<file path="src/rtl/rf_pkg.sv">
// Shared types and defaults for the parametrised register file and its dump engine.
package rf_pkg;

    typedef enum logic [1:0] {
        IDLE = 2'd0,
        DUMP = 2'd1,
        DONE = 2'd2
    } rf_state_e;

    localparam int RF_DATA_W = 16;
    localparam int RF_ADDR_W = 4;

    // With a hard-wired zero register there is nothing worth dumping at index 0.
    function automatic int first_idx(input int zero_reg);
        return (zero_reg != 0) ? 1 : 0;
    endfunction

endpackage

</file>
<file path="src/rtl/rf_dump_fsm.sv">
// Halt-triggered dump sequencer: hlt edge detect, IDLE/DUMP/DONE control and the beat index.
module rf_dump_fsm
    import rf_pkg::*;
#(
    parameter int ADDR_W   = RF_ADDR_W,
    parameter int ZERO_REG = 1
) (
    input  logic              clk,
    input  logic              rst_n,
    input  logic              i_hlt,
    input  logic              i_dump_ready,
    output logic [ADDR_W-1:0] o_idx,
    output logic              o_busy,
    output logic              o_dump_valid,
    output logic              o_dump_done
);

    localparam logic [ADDR_W-1:0] FIRST = ADDR_W'(first_idx(ZERO_REG));
    localparam logic [ADDR_W-1:0] LAST  = '1;

    rf_state_e         r_state;
    rf_state_e         w_state_nxt;
    logic [ADDR_W-1:0] r_idx;
    logic [ADDR_W-1:0] w_idx_nxt;
    logic              r_hlt_q;
    logic              w_start;

    assign w_start = i_hlt && !r_hlt_q;

    always_ff @(posedge clk or negedge rst_n) begin
        if (!rst_n) begin
            r_state <= IDLE;
            r_idx   <= '0;
            r_hlt_q <= 1'b0;
        end else begin
            r_state <= w_state_nxt;
            r_idx   <= w_idx_nxt;
            r_hlt_q <= i_hlt;
        end
    end

    // idx only moves on an accepted beat and stops at the last register instead of wrapping.
    always_comb begin
        w_state_nxt  = r_state;
        w_idx_nxt    = r_idx;
        o_dump_valid = 1'b0;
        o_dump_done  = 1'b0;
        case (r_state)
            IDLE: begin
                if (w_start) begin
                    w_state_nxt = DUMP;
                    w_idx_nxt   = FIRST;
                end
            end
            DUMP: begin
                o_dump_valid = 1'b1;
                if (i_dump_ready) begin
                    if (r_idx == LAST) begin
                        w_state_nxt = DONE;
                    end else begin
                        w_idx_nxt = r_idx + ADDR_W'(1);
                    end
                end
            end
            DONE: begin
                o_dump_done = 1'b1;
                if (!i_hlt) begin
                    w_state_nxt = IDLE;
                end
            end
            default: begin
                w_state_nxt = IDLE;
            end
        endcase
    end

    assign o_idx  = r_idx;
    assign o_busy = (r_state != IDLE);

endmodule

</file>
<file path="src/rtl/rf_param_bypass.sv">
// Multi-read-port register file with registered reads, write-to-read bypass and a
// valid/ready register dump started by a rising edge on hlt.
module rf_param_bypass
    import rf_pkg::*;
#(
    parameter int DATA_W   = RF_DATA_W,
    parameter int ADDR_W   = RF_ADDR_W,
    parameter int NUM_RD   = 2,
    parameter int ZERO_REG = 1,
    parameter int BYPASS   = 1
) (
    input  logic                     clk,
    input  logic                     rst_n,
    input  logic [NUM_RD-1:0]        rd_en,
    input  logic [NUM_RD*ADDR_W-1:0] rd_addr,
    output logic [NUM_RD*DATA_W-1:0] rd_data,
    input  logic                     wr_en,
    input  logic [ADDR_W-1:0]        wr_addr,
    input  logic [DATA_W-1:0]        wr_data,
    input  logic                     hlt,
    output logic                     busy,
    output logic                     dump_valid,
    input  logic                     dump_ready,
    output logic [ADDR_W-1:0]        dump_addr,
    output logic [DATA_W-1:0]        dump_data,
    output logic                     dump_done
);

    localparam int DEPTH = 2 ** ADDR_W;

    logic [DATA_W-1:0] r_mem [DEPTH];
    logic [ADDR_W-1:0] w_idx;
    logic              w_busy;
    logic              w_wr_eff;

    rf_dump_fsm #(
        .ADDR_W   (ADDR_W),
        .ZERO_REG (ZERO_REG)
    ) u_dump_fsm (
        .clk          (clk),
        .rst_n        (rst_n),
        .i_hlt        (hlt),
        .i_dump_ready (dump_ready),
        .o_idx        (w_idx),
        .o_busy       (w_busy),
        .o_dump_valid (dump_valid),
        .o_dump_done  (dump_done)
    );

    // Freezing writes while busy keeps the dumped image a consistent snapshot.
    assign w_wr_eff = wr_en && !w_busy && !((ZERO_REG != 0) && (wr_addr == '0));

    always_ff @(posedge clk or negedge rst_n) begin
        if (!rst_n) begin
            for (int k = 0; k < DEPTH; k++) begin
                r_mem[k] <= '0;
            end
        end else if (w_wr_eff) begin
            r_mem[wr_addr] <= wr_data;
        end
    end

    for (genvar i = 0; i < NUM_RD; i++) begin : g_rd
        logic [ADDR_W-1:0] w_ra;
        logic [DATA_W-1:0] r_rd;

        assign w_ra = rd_addr[i*ADDR_W +: ADDR_W];

        // Zero-register check wins over bypass so R0 can never leak write data.
        always_ff @(posedge clk or negedge rst_n) begin
            if (!rst_n) begin
                r_rd <= '0;
            end else if (rd_en[i]) begin
                if ((ZERO_REG != 0) && (w_ra == '0)) begin
                    r_rd <= '0;
                end else if ((BYPASS != 0) && w_wr_eff && (wr_addr == w_ra)) begin
                    r_rd <= wr_data;
                end else begin
                    r_rd <= r_mem[w_ra];
                end
            end
        end

        assign rd_data[i*DATA_W +: DATA_W] = r_rd;
    end

    assign busy      = w_busy;
    assign dump_addr = w_idx;
    assign dump_data = r_mem[w_idx];

endmodule

</file>
<file path="config.mk">
export PLATFORM = sky130hd
export DESIGN_NAME = rf_param_bypass
export DESIGN_NICKNAME = d
export VERILOG_FILES = /design/src/rtl/rf_pkg.sv /design/src/rtl/rf_dump_fsm.sv /design/src/rtl/rf_param_bypass.sv
export SDC_FILE = /design/constraint.sdc
export NUM_CORES = 1
export LEC_CHECK = 0
export ABC_CLOCK_PERIOD_IN_PS = 3400
export BUFFER_PORTS_ARGS = -buffer_cell sky130_fd_sc_hd__clkbuf_2
export CAP_MARGIN = 20
export CORE_AREA = 5 5 175 177
export CTS_CLUSTER_DIAMETER = 150
export DETAILED_ROUTE_END_ITERATION = 10
export DIE_AREA = 0 0 180 182
export GPL_ROUTABILITY_DRIVEN = 0
export GPL_TIMING_DRIVEN = 0
export PLACE_DENSITY_LB_ADDON = 0.12
export SYNTH_ARGS = -nofsm -noshare
export SYNTH_HDL_FRONTEND = slang
export SYNTH_SLANG_ARGS = --single-unit
</file>
<file path="constraint.sdc">
create_clock -name clk -period 3.4 [get_ports clk]
set_input_delay 0.17 -clock clk [delete_from_list [all_inputs] [get_ports clk]]
set_output_delay 0.17 -clock clk [all_outputs]
set_load 0.03 [all_outputs]
</file>
==> impl_results.md <==
- Status: complete, no violations
- Final Hold Viols: 0
- Number of synthesized flops with an enable pin: 0
- 1st-pass router iterations: 7
- Iter 0 DRT Violations: between 1,500 and 2,000
- Met1 WL: 23,000 um
- Crit path arrival time: 3.19 ns
- Slew @ Worst Pin: between 0.9 and 1 ns
- Layout cells sized above 1: 0.448
- Vias per inst: ~7
- DRC viols: 0
- Worst r2r path cells: 6
- MaxCap Viol Count: 0
- Clock sink count: 295
- Element type at the critical path end: output port
- Final setup violation count: 0
- Design Power: roughly 0.016 W
- Syn Area/Cell: approximately 14 sq um
- GRT Total Usage: 0.343
- Cell taking the most area after synthesis: dfrtp_1
- Post-synth cell types: 44
- Clk pin slew, worst setup/hold paths: around 0.060 ns
- Most frequent cells in the layout: dfrtp_1 (295), mux2_2 (234), mux4_2 (144)
- Routed WL per cell: approximately 31 um
- FF-to-FF Start: u_dump_fsm.r_state[0]$_DFFE_PN0P_
- Area contributors post-synth: dfrtp_1 (42%), mux4_2 (18%), mux2_2 (15%), mux2i_1 (7.3%), o22ai_1 (2.3%)
- PwrDens: roughly 800 nW/um^2
- NumNets Final: 1,442
- Setup CP Type: reg -> out
- Drt total wl: roughly 56,000 um
- Endpoint, Worst Hold: r_mem[65]$_DFFE_PN0P_
- Core area: 29,100 sq um
- Hold Path Origin: wr_data[1]
- H-tree Lvls: 2
- Worst VDD drop: 0.523 mV
- Die Y: roughly 180 um
- Top routing layer used: met4
- LEAKAGE: approximately 8.8 nW
- Setup TNS: 0 ns
- Post-DP Area: between 15,000 and 20,000 sq um
- Final Cycle Share: 0.988
- Design Area, Final: ~20,000 sq um
- Placed insts: between 1,500 and 2,000
- CTS Root Cell: clkbuf_16
- Post-CTS setup buffer count: 0
- Achievable frequency: 298 MHz
- Chip width: between 150 and 200 um
- DR WL met3: 7050 um
- Post-synth top flop: dfrtp_1
- Reg2Reg Setup Slack: roughly 0.8 ns
- Met2 wire length: roughly 25,000 um
- Commonest non-fill, non-tap cell in the layout: dfrtp_1
- Initial antenna violation count: 2
- Worst Path Max Fanout: 10
- Via count: ~13,000
- Clock latency on the worst-skew pair: around 0.52 ns
- WHS Path Cells: 2
- DP HPWL: 41,500 um
- Tmin final: between 3 and 4 ns
- Mapped Nets: between 1,000 and 1,500
- Vias in the first global route: around 13,000
- CTS max path bufs: 3
- Post-synth top area share: 0.417
- Setup Skew: just over 0.01 ns
- Unrepaired setup endpoints after global routing: false
- FFs w/ async S/R, synth: 1.00
- Warnings from Yosys: 0
- Startpoint types: flip-flop
- Synth Register Bits: roughly 300
- Non-filler cells, final: around 1,800
- Register area share after synthesis: 0.417
- Die area: about 33,000 sq um
- Initial Utilization: 0.608
- Final Max Slew Viols: 0
- Class of the worst hold path: in -> reg
- Clock tree from TritonCTS: done
- Total CTS buffers: 35
- Port Buf Inserts: 79
- Io pins: 90
- Worst slew margin relative to its limit: 0.372
- First-pass GRT wire length: 84,300 um
- # fillers: 2,087
- Post-Syn Area: 17,700 sq um
- Antenna-violating nets left: 0
- Reg-to-Reg End: r_mem[184]$_DFFE_PN0P_
- Cell count after synthesis: between 1,000 and 1,500
- Grt ovf: 0
- # rows: 63
- Final core occ: 0.681
- Critical Path RT: 3.23 ns
- Largest net degree at the start of global routing: roughly 110
- P&R area growth vs syn: 12.0%
[worst max path at each step]
stage / slack, ns / end / cells after the start / start
finish: 0.04 / dump_data[4] / 5 / u_dump_fsm.o_idx[1]$_DFFE_PN0P_
CTS: 0.09 / dump_data[6] / 5 / u_dump_fsm.o_idx[0]$_DFFE_PN0P_
global placement: -4.18 / r_mem[81]$_DFFE_PN0P_ / 1 / rst_n
floorplan: 1.07 / dump_data[0] / 4 / u_dump_fsm.o_idx[1]$_DFFE_PN0P_
global route: 0.01 / dump_data[6] / 5 / u_dump_fsm.o_idx[0]$_DFFE_PN0P_
detailed placement: 0.11 / dump_data[4] / 5 / u_dump_fsm.o_idx[1]$_DFFE_PN0P_
[critical path, cell delays in order, from the launching register on]
cell      delay, ns
dfrtp_1        0.60
clkbuf_2       0.43
clkbuf_2       0.43
mux4_2         0.47
mux4_2         0.52
clkbuf_2       0.21
[per-stage QoR]
step                setup slack (ns)  hold WS [ns]
floorplan                       1.07        -0.126
global placement               -4.18         0.320
detailed placement             0.114         0.254
CTS                           0.0944        0.0367
global route                  0.0111        0.0612
finish                        0.0423        0.0518
[state kept, by name, indices dropped and copies added, names as in the netlist]
name                flops
g_rd.r_rd              32
u_dump_fsm.r_hlt_q      1
u_dump_fsm.r_state      2
r_mem                 256
u_dump_fsm.o_idx        4
[power by group]
group / internal [W] / switching [W]
Combinational: 0.00307 / 0.00331
Clock: 0.00224 / 0.00150
Sequential: 0.00462 / 0.00116
Total: 0.00993 / 0.00596
[repair_timing]
| item | CTS | global route |
|---|---|---|
| endpoints found under the setup margin | 16 | 0 |
| resized for setup | 5 | 0 |
| endpoints found under the hold margin | 86 | 0 |
| hold buffers | 3 | 0 |
[synthesized netlist by cell type, types with 2 or more instances]
| master | count |
|---|---|
| nand2_2 | 8 |
| nand4_1 | 2 |
| clkbuf_2 | 2 |
| a21oi_1 | 4 |
| o32ai_1 | 11 |
| dfrtp_1 | 295 |
| o21ai_2 | 2 |
| nor2b_1 | 8 |
| mux4_2 | 144 |
| buf_2 | 37 |
| or3b_1 | 4 |
| nand3_1 | 3 |
| a311oi_1 | 30 |
| o32ai_2 | 19 |
| nand3b_1 | 3 |
| or3_1 | 2 |
| buf_6 | 28 |
| and3_1 | 32 |
| inv_1 | 34 |
| o21ai_0 | 2 |
| mux2_1 | 8 |
| buf_4 | 12 |
| a22o_1 | 3 |
| nand2_1 | 41 |
| clkbuf_1 | 59 |
| mux2_2 | 234 |
| nor4_2 | 2 |
| xor2_1 | 9 |
| nand3_2 | 2 |
| o22ai_1 | 64 |
| mux2i_1 | 129 |
| nor3_4 | 2 |
| nor2_1 | 37 |
| buf_1 | 3 |
[cell families (layout without fill, tap and decap cells)]
| group | Yosys count | count (layout) | share of synthesized area |
|---|---|---|---|
| and+or+nand+nor | 155 | 155 | 0.0480 |
| adders and majority gates | 1 | 1 | 0.000707 |
| other | 0 | 1 | 0 |
| muxes | 515 | 515 | 0.410 |
| buffers and inverters | 175 | 317 | 0.0543 |
| DFF | 295 | 295 | 0.417 |
| AOI/OAI and AO/OA | 135 | 135 | 0.0646 |
| xor gates and xnor gates | 9 | 9 | 0.00446 |
[area by class of cell]
cell class              count  area [sq um]  area share
multi-input cells         815          9340       0.472
well taps                 390           488      0.0246
flip-flops and latches    295          7380       0.373
repair buffers             84           489      0.0247
clock inverters            10          82.6     0.00417
diodes                      1          2.50    0.000126
plain buffers             141           840      0.0424
inverters                  34           128     0.00644
clock buffers              48          1060      0.0534
[per-layer routing]
layer | global-route usage | up-vias
met5 | 0 | -
met3 | 0.111 | 92
met2 | 0.497 | 761
li1 | - | 5202
met1 | 0.512 | 6651
met4 | 0.0802 | 0
Note: power is estimated with default switching activity, not from simulation.
